--- src/rtl/seg_scan_decoder.sv ---
// Scanned 7-segment bus decoder.
// Watches a multiplexed active-low segment bus with a one-hot digit select,
// waits for each select/pattern pair to hold steady, then commits the decoded
// operand code into that digit's slot. Publishes per-digit codes, error flags
// and a single-cycle pulse once every digit has been committed in a frame.
module seg_scan_decoder #(
    parameter int DIGITS        = 6,
    parameter int STABLE_CYCLES = 4
) (
    input  logic                  clk,
    input  logic                  reset,
    input  logic [6:0]            seg_in,
    input  logic [DIGITS-1:0]     dig_sel,
    output logic [4*DIGITS-1:0]   code_out,
    output logic [DIGITS-1:0]     err_out,
    output logic                  frame_valid
);

    localparam int CW = $clog2(STABLE_CYCLES) + 1;
    localparam int SW = DIGITS + 7;
    localparam logic [CW-1:0] CNT_LAST = CW'(STABLE_CYCLES - 1);

    typedef enum logic [1:0] {
        IDLE   = 2'd0,
        SETTLE = 2'd1,
        HELD   = 2'd2
    } state_t;

    state_t             state_reg;
    logic [SW-1:0]      sample_reg;
    logic [CW-1:0]      cnt_reg;
    logic [DIGITS-1:0]  seen_reg;
    logic               frame_valid_reg;

    logic [SW-1:0]      sample;
    logic               sample_valid;
    logic               same_sample;
    logic               commit;
    logic [DIGITS-1:0]  seen_next;
    logic [3:0]         seg_code;
    logic               seg_err;

    assign sample       = {dig_sel, seg_in};
    // Exactly one select line high: non-zero and no second bit set.
    assign sample_valid = (dig_sel != '0) && ((dig_sel & (dig_sel - 1'b1)) == '0);
    assign same_sample  = (sample == sample_reg);
    // Commit fires on the edge that sees the STABLE_CYCLES-th identical sample.
    assign commit       = (state_reg == SETTLE) && sample_valid && same_sample
                          && (cnt_reg == CNT_LAST);
    assign seen_next    = seen_reg | dig_sel;
    assign frame_valid  = frame_valid_reg;

    // Segment pattern to operand code; unknown patterns read as blank with error.
    always_comb begin
        seg_code = 4'hE;
        seg_err  = 1'b0;
        case (seg_in)
            7'b1000000: seg_code = 4'h0;
            7'b1111001: seg_code = 4'h1;
            7'b0100100: seg_code = 4'h2;
            7'b0110000: seg_code = 4'h3;
            7'b0011001: seg_code = 4'h4;
            7'b0010010: seg_code = 4'h5;
            7'b0000010: seg_code = 4'h6;
            7'b1111000: seg_code = 4'h7;
            7'b0000000: seg_code = 4'h8;
            7'b0010000: seg_code = 4'h9;
            7'b0111111: seg_code = 4'hF;
            7'b1111111: seg_code = 4'hE;
            default: begin
                seg_code = 4'hE;
                seg_err  = 1'b1;
            end
        endcase
    end

    // Stability FSM: latch a valid sample, count identical repeats, hold after commit.
    always_ff @(posedge clk or posedge reset) begin
        if (reset) begin
            state_reg  <= IDLE;
            sample_reg <= '0;
            cnt_reg    <= '0;
        end else begin
            case (state_reg)
                IDLE: begin
                    if (sample_valid) begin
                        sample_reg <= sample;
                        cnt_reg    <= CW'(1);
                        state_reg  <= SETTLE;
                    end
                end
                SETTLE: begin
                    if (!sample_valid) begin
                        cnt_reg   <= '0;
                        state_reg <= IDLE;
                    end else if (!same_sample) begin
                        sample_reg <= sample;
                        cnt_reg    <= CW'(1);
                    end else if (cnt_reg < CNT_LAST) begin
                        cnt_reg <= cnt_reg + CW'(1);
                    end else begin
                        state_reg <= HELD;
                    end
                end
                HELD: begin
                    if (!sample_valid) begin
                        cnt_reg   <= '0;
                        state_reg <= IDLE;
                    end else if (!same_sample) begin
                        sample_reg <= sample;
                        cnt_reg    <= CW'(1);
                        state_reg  <= SETTLE;
                    end
                end
                default: begin
                    cnt_reg   <= '0;
                    state_reg <= IDLE;
                end
            endcase
        end
    end

    // Frame tracking: pulse when a commit completes the seen-mask, then start afresh.
    always_ff @(posedge clk or posedge reset) begin
        if (reset) begin
            seen_reg        <= '0;
            frame_valid_reg <= 1'b0;
        end else begin
            frame_valid_reg <= 1'b0;
            if (commit) begin
                if (&seen_next) begin
                    seen_reg        <= '0;
                    frame_valid_reg <= 1'b1;
                end else begin
                    seen_reg <= seen_next;
                end
            end
        end
    end

    genvar gi;
    generate
        for (gi = 0; gi < DIGITS; gi++) begin : g_digit
            logic [3:0] code_reg;
            logic       err_reg;

            // Only the digit selected at commit time takes the new code/err.
            always_ff @(posedge clk or posedge reset) begin
                if (reset) begin
                    code_reg <= 4'hE;
                    err_reg  <= 1'b0;
                end else if (commit && dig_sel[gi]) begin
                    code_reg <= seg_code;
                    err_reg  <= seg_err;
                end
            end

            assign code_out[4*gi +: 4] = code_reg;
            assign err_out[gi]         = err_reg;
        end
    endgenerate

endmodule

--- config.mk ---
export PLATFORM = sky130hd
export DESIGN_NAME = seg_scan_decoder
export DESIGN_NICKNAME = d
export VERILOG_FILES = /design/src/rtl/seg_scan_decoder.sv
export SDC_FILE = /design/constraint.sdc
export NUM_CORES = 1
export LEC_CHECK = 0
export ABC_AREA = 1
export CORE_MARGIN = 2
export CORE_UTILIZATION = 37
export DETAILED_ROUTE_END_ITERATION = 8
export MAX_ROUTING_LAYER = met4
export PLACE_DENSITY = 0.65
export SYNTH_ARGS = -nofsm -noshare
export SYNTH_HDL_FRONTEND = slang
export SYNTH_SLANG_ARGS = --single-unit
--- constraint.sdc ---
create_clock -name clk -period 2.45 [get_ports clk]
set_clock_uncertainty 0.2 [all_clocks]
set_input_delay 0.49 -clock clk [delete_from_list [all_inputs] [get_ports clk]]
set_output_delay 0.49 -clock clk [all_outputs]
set_load 0.02 [all_outputs]
=== Word level (Yosys, flattened, before mapping) ===
Cells that the tools add are included.

* Add/sub/neg operators: 2
* Magnitude comparators: 1
* Eq/ne operators: 22
* Muxes and demuxes: 23
* Bitwise logic cells: 2
* Reduce and logical (&&, ||, !) cells: 21

{| class="wikitable"
|+ Operators with widths
! operator !! count
|-
| one-hot mux 4 bit (11 select lines) || 1
|-
| two-way mux 13 bit || 3
|-
| == test 7 bit, second input constant || 4
|-
| one-hot mux 13 bit (2 select lines) || 1
|-
| == test 7 x 5 -> 1 bit, second input constant || 3
|-
| == test 7 x 6 -> 1 bit, second input constant || 3
|-
| two-way mux 3 bit || 6
|-
| == test 13 bit || 1
|-
| two-way mux 2 bit || 6
|-
| OR reduction 12 bit || 1
|-
| logical AND 1 bit || 10
|-
| inequality test 3 bit, second input constant || 3
|-
| one-hot mux 3 bit (3 select lines) || 1
|-
| AND reduction 4 bit || 2
|-
| == test 7 x 2 -> 1 bit, second input constant || 1
|-
| zero test 7 bit || 1
|-
| bitwise AND 6 bit || 1
|-
| zero test 6 bit || 1
|-
| two-way mux 6 bit || 1
|-
| OR 6 bit || 1
|-
| one-hot mux 2 bit (3 select lines) || 1
|-
| AND reduction 6 bit || 1
|-
| nonzero test 6 bit || 1
|-
| subtractor 6 x 1 -> 6 bit, second input constant || 1
|-
| 13 further kinds || 16
|}

* Register bits after elaboration: 55
* Input port bits: 15
* Output and inout bits: 31
* Logic and storage cells: 88

=== Logic depth before layout (Yosys ltp) ===
* Depth in word-level cells: 8
* Gate-level depth with buffers: 13
* Depth with buffers taken out: 12

=== Worst setup path after synthesis ===
OpenSTA, ideal clock, no wires.

* Path type: input to register
* Start: input port dig_sel[5]
* End: register sample_reg[10]
* Setup time: 0.117 ns
* Arrival: 1.620 ns
* Data required time: 2.133 ns
* Setup slack: 0.512 ns
* Stages on the path: 12
* Buffers on the path: 2
* Path through: buf_2 nor2_1 inv_1 nand2_2 nand2_1 nor2_2 inv_1 nor2_2 nand2_2 buf_6 nand2_1 o21ai_2

* Cells in the longest elaborated chain, start to end: 6
* Elaborated cells on any way between the ends: 10
* Classes of those cells: 1 x add/sub; 4 x eq/ne; 1 x bitwise; 4 x reduce/logical

{| class="wikitable"
|+ Ends and longest elaborated chain
! what !! RTL line !! text
|-
| from (decl) || 13 || <nowiki>input logic [DIGITS-1:0] dig_sel,</nowiki>
|-
| subtractor 6 x 1 -> 6 bit || 45 || <nowiki>assign sample_valid = (dig_sel != '0) && ((dig_sel & (dig_sel - 1'b1)) == '0);</nowiki>
|-
| bitwise AND 6 bit || 45 ||
|-
| zero test 6 bit || 45 ||
|-
| logical AND 1 bit || 45 ||
|-
| inequality test 2 x 1 -> 1 bit (no line) or inequality test 2 bit (tied branches) || n/a ||
|-
| AND reduction 4 bit (no line) (*) || n/a ||
|-
| to (signal assigned) || 87 || <nowiki>sample_reg <= sample;</nowiki>
|-
| to (signal assigned) || 97 || <nowiki>sample_reg <= sample;</nowiki>
|-
| to (signal assigned) || 110 || <nowiki>sample_reg <= sample;</nowiki>
|-
| to (decl) || 30 || <nowiki>logic [SW-1:0] sample_reg;</nowiki>
|}

Mark *: on every way between the ends. The rest lies on a longest branch, timed or not.
A chain may end at the register's enable or synchronous reset.

=== Final worst setup path ===
* Start: input port seg_in[1]
* End: register g_digit[0].code_reg[1]

* Cells in the longest elaborated chain, start to end: 4
* Elaborated cells on any way between the ends: 16
* Classes of those cells: 11 x eq/ne; 1 x mux; 4 x reduce/logical

{| class="wikitable"
|+ Ends and longest elaborated chain
! what !! RTL line !! text
|-
| from (decl) || 12 || <nowiki>input logic [6:0] seg_in,</nowiki>
|-
| parallel branches: the longest is 4 deep, another holds one-hot mux 4 bit (11 select lines) || n/a ||
|-
| to (signal assigned) || 153 || <nowiki>code_reg <= seg_code;</nowiki>
|-
| to (decl) || 144 || <nowiki>logic [3:0] code_reg;</nowiki>
|}

Parallel ways; which one is timed is not known.

==> impl_metrics.env <==
export IMPL_grtUsageTotal=0.1714
export IMPL_postCtsSetupBuffers=0
export IMPL_p_leak_nw=2.202
export IMPL_cts_hold_buf=0
export IMPL_fin_ws_ns=0.1934
export IMPL_fin_crit_sh=0.9211
export IMPL_clock_path_buffers=2
export IMPL_finalSetupViolations=0
export IMPL_critPathMaxFanout=6
export IMPL_wl_per_cell_um=11.96
export IMPL_end_kind="register"
export IMPL_cts_tree="yes"
export IMPL_gp_congestion=0.9516
export IMPL_synth_area_top_cells="dfrtp_1 (28%), nand2_1 (20%), dfstp_2 (14%)"
export IMPL_ctsResizeCount=0
export IMPL_synth_top_cell_area_share=0.2809
export IMPL_syn_avg_cell_area_um2=7.389
export IMPL_synth_edf_count=0
export IMPL_peakVddDrop_uv=319.9
export IMPL_grt_overflow=0
export IMPL_p_per_area_nw_per_um2=583.9
export IMPL_final_nets=546
export IMPL_rows=34
export IMPL_drt_pass1_iterations=4
export IMPL_cts_made_buffers=5
export IMPL_crit_required_ns=2.50
export IMPL_outcome="complete, no violations"
export IMPL_pre_cts_slack_ns=-0.1418
export IMPL_antenna_found_initial=0
export IMPL_cts_max_level=2
export IMPL_critPathLaunch="seg_in[1]"
export IMPL_ant_nets=0
export IMPL_arrival_ns=2.31
export IMPL_drc_errors=0
export IMPL_netlist_area_um2=3296
export IMPL_r2r_slack_ns=0.58
export IMPL_cts_sinks=55
export IMPL_die_area_um2=9678
export IMPL_relSlewSlack=0.7323
export IMPL_synth_fp_nets=467
export IMPL_die_w_um=98.38
export IMPL_grt_start_max_net_pins=56
export IMPL_rsz0062_at_grt="false"
export IMPL_ys_ff_latch=55
export IMPL_core_area_um2=8678
export IMPL_antenna_cells=0
export IMPL_vias=3014
export IMPL_placed_cells_incl_taps=626
export IMPL_endpoint="g_digit[0].code_reg[1]$_DFFE_PP1P_"
export IMPL_worstMarginPinSlew_ns=0.4001
export IMPL_whs_ns=0.2705
export IMPL_r2r_start="sample_reg[6]$_DFFE_PP0P_"
export IMPL_ys_types=34
export IMPL_syn_instance_count=446
export IMPL_largest_reg_flops=24
export IMPL_grt_pass1_wl_um=13340
export IMPL_fin_cells=634
export IMPL_clkTransAtPathRegs_ns=0.10
export IMPL_nFillCells=891
export IMPL_cts_root_buffer="clkbuf_8"
export IMPL_ioPinCount=46
export IMPL_worst_hold_path_type="reg2reg"
export IMPL_maxCapViolations=0
export IMPL_synthArstFlopShare=1.000
export IMPL_period_minus_slack_ns=2.257
export IMPL_syn2layout_area_growth_pct=27.45
export IMPL_via_per_inst=4.754
export IMPL_cp_start_kind="input port"
export IMPL_fin_setup_tns_ns=0
export IMPL_clock_fmax_mhz=443.1
export IMPL_synth_top_area_cell="dfrtp_1"
export IMPL_hold_path_startpoint="g_digit[0].code_reg[3]$_DFFE_PP1P_"
export IMPL_portBuffers=45
export IMPL_synthTopCellsByCount="nand2_1 (172), nand3_1 (51), inv_1 (44), dfrtp_1 (37), nor2_1 (35)"
export IMPL_drt_initial_drc_count=133
export IMPL_path_class="in2reg"
export IMPL_start_util=0.3798
export IMPL_die_h_um=98.38
export IMPL_ys_warn_count=0
export IMPL_post_dp_hpwl_um=5779
export IMPL_finalWirelength_um=7584
export IMPL_yosysSeqAreaShare=0.4244
export IMPL_synth_ff_type="dfrtp_1"
export IMPL_reg2reg_to="g_digit[5].err_reg$_DFFE_PP0P_"
export IMPL_hold_violations=0
export IMPL_drive_above_1_share=0.1977
export IMPL_reg2reg_depth=8
export IMPL_grt_pass1_vias=2819
export IMPL_report_final_slew_viol_count=0
export IMPL_yosysMostFrequentCell="nand2_1"
export IMPL_clock_latency_ns=0.31
==> where the power goes <==
group          leakage (nW)  switching [W]  total (W)  internal [W]
clock network        0.0461       0.000311   0.000519      0.000207
logic                  1.48       0.000450   0.000794      0.000344
registers             0.679       0.000102    0.00114       0.00104
total                  2.20       0.000863    0.00245       0.00159
==> how the worst min path moves through the flow <==
stage	end	slack, ns	depth (start not counted)
3_5_place_dp	g_digit[0].code_reg[3]$_DFFE_PP1P_	0.26	2
2_1_floorplan	seen_reg[4]$_DFFE_PP0N_	0.25	2
5_1_grt	g_digit[3].code_reg[2]$_DFFE_PP1P_	0.28	2
4_1_cts	g_digit[0].code_reg[3]$_DFFE_PP1P_	0.27	2
6_report	g_digit[0].code_reg[3]$_DFFE_PP1P_	0.27	2
3_3_place_gp	g_digit[5].code_reg[1]$_DFFE_PP1P_	0.26	2
==> cell usage in the layout (no fill, tap or decap) <==
master | synthesis | layout
xnor2_1 | 3 | 3
nand4_4 | 1 | 1
buf_4 | 8 | 45
dfrtp_1 | 37 | 37
nor2_8 | 1 | 1
inv_6 | 0 | 1
nor3_4 | 1 | 1
a21oi_1 | 1 | 1
nand4_1 | 2 | 2
o21ai_1 | 10 | 10
clkdlybuf4s50_1 | 0 | 45
nor3_1 | 5 | 5
nor2_2 | 2 | 2
ha_1 | 6 | 6
inv_1 | 44 | 43
nand3_1 | 51 | 51
inv_4 | 0 | 1
nor2_1 | 35 | 35
inv_2 | 4 | 5
o2111ai_1 | 1 | 1
nand2_2 | 4 | 4
and2_1 | 1 | 1
buf_12 | 0 | 3
nand2_4 | 2 | 2
clkbuf_1 | 1 | 1
o21ai_0 | 4 | 4
nand2_1 | 172 | 172
or3_1 | 1 | 1
clkbuf_8 | 0 | 5
or2_2 | 2 | 2
dfstp_2 | 18 | 18
xor2_1 | 1 | 1
o21ai_2 | 9 | 9
o22ai_1 | 2 | 2
nand3b_1 | 1 | 1
nor2_4 | 4 | 4
==> stage by stage <==
step	utilization	power, W	cell area [µm²]
after CTS	0.4840	0.002486	4200
after global routing	0.4840	0.002648	4200
after global placement	0.4739	0.001933	4113
after detailed placement	0.4739	0.001959	4113
after floorplan	-	0.001707	3296
final	0.4840	0.002453	4200
==> kinds of logic after synthesis <==
| kind of cell | share of synthesized area |
|---|---|
| DFF | 0.4244 |
| and+or+nand+nor | 0.3838 |
| xor gates and xnor gates | 0.01063 |
| AOI/OAI and AO/OA | 0.05315 |
| adders and majority gates | 0.02278 |
| buffers and inverters | 0.1052 |
==> worst max-delay path, stage by stage <==
cell,delay (ns)
clkdlybuf4s50_1,0.49
nor2_1,0.22
inv_1,0.08
nor2_1,0.20
nand2_1,0.14
nand3_1,0.11
nor2_1,0.05
nand2_1,0.10
nand2_1,0.20
nand3_1,0.14
nand2_1,0.07
==> routing by layer <==
layer  global-route usage  share of wire  up-vias
met5                    -              0        -
met4              0.03793         0.0098        0
met3              0.03150          0.049        7
met2               0.2747           0.47       80
met1               0.2280           0.47     1384
li1                     -              -     1543
==> layout make-up <==
type,instances,area (µm²),share of cell area
clock buffer,6,72.57,0.01728
clock inverter,2,15.01,0.003575
inverter,48,180.2,0.04290
multi-input combinational,322,1550,0.3691
sequential,55,1399,0.3330
tap,108,135.1,0.03217
timing repair buffer,93,848.3,0.2020
No activity file was read; power rests on OpenSTA's default activity.
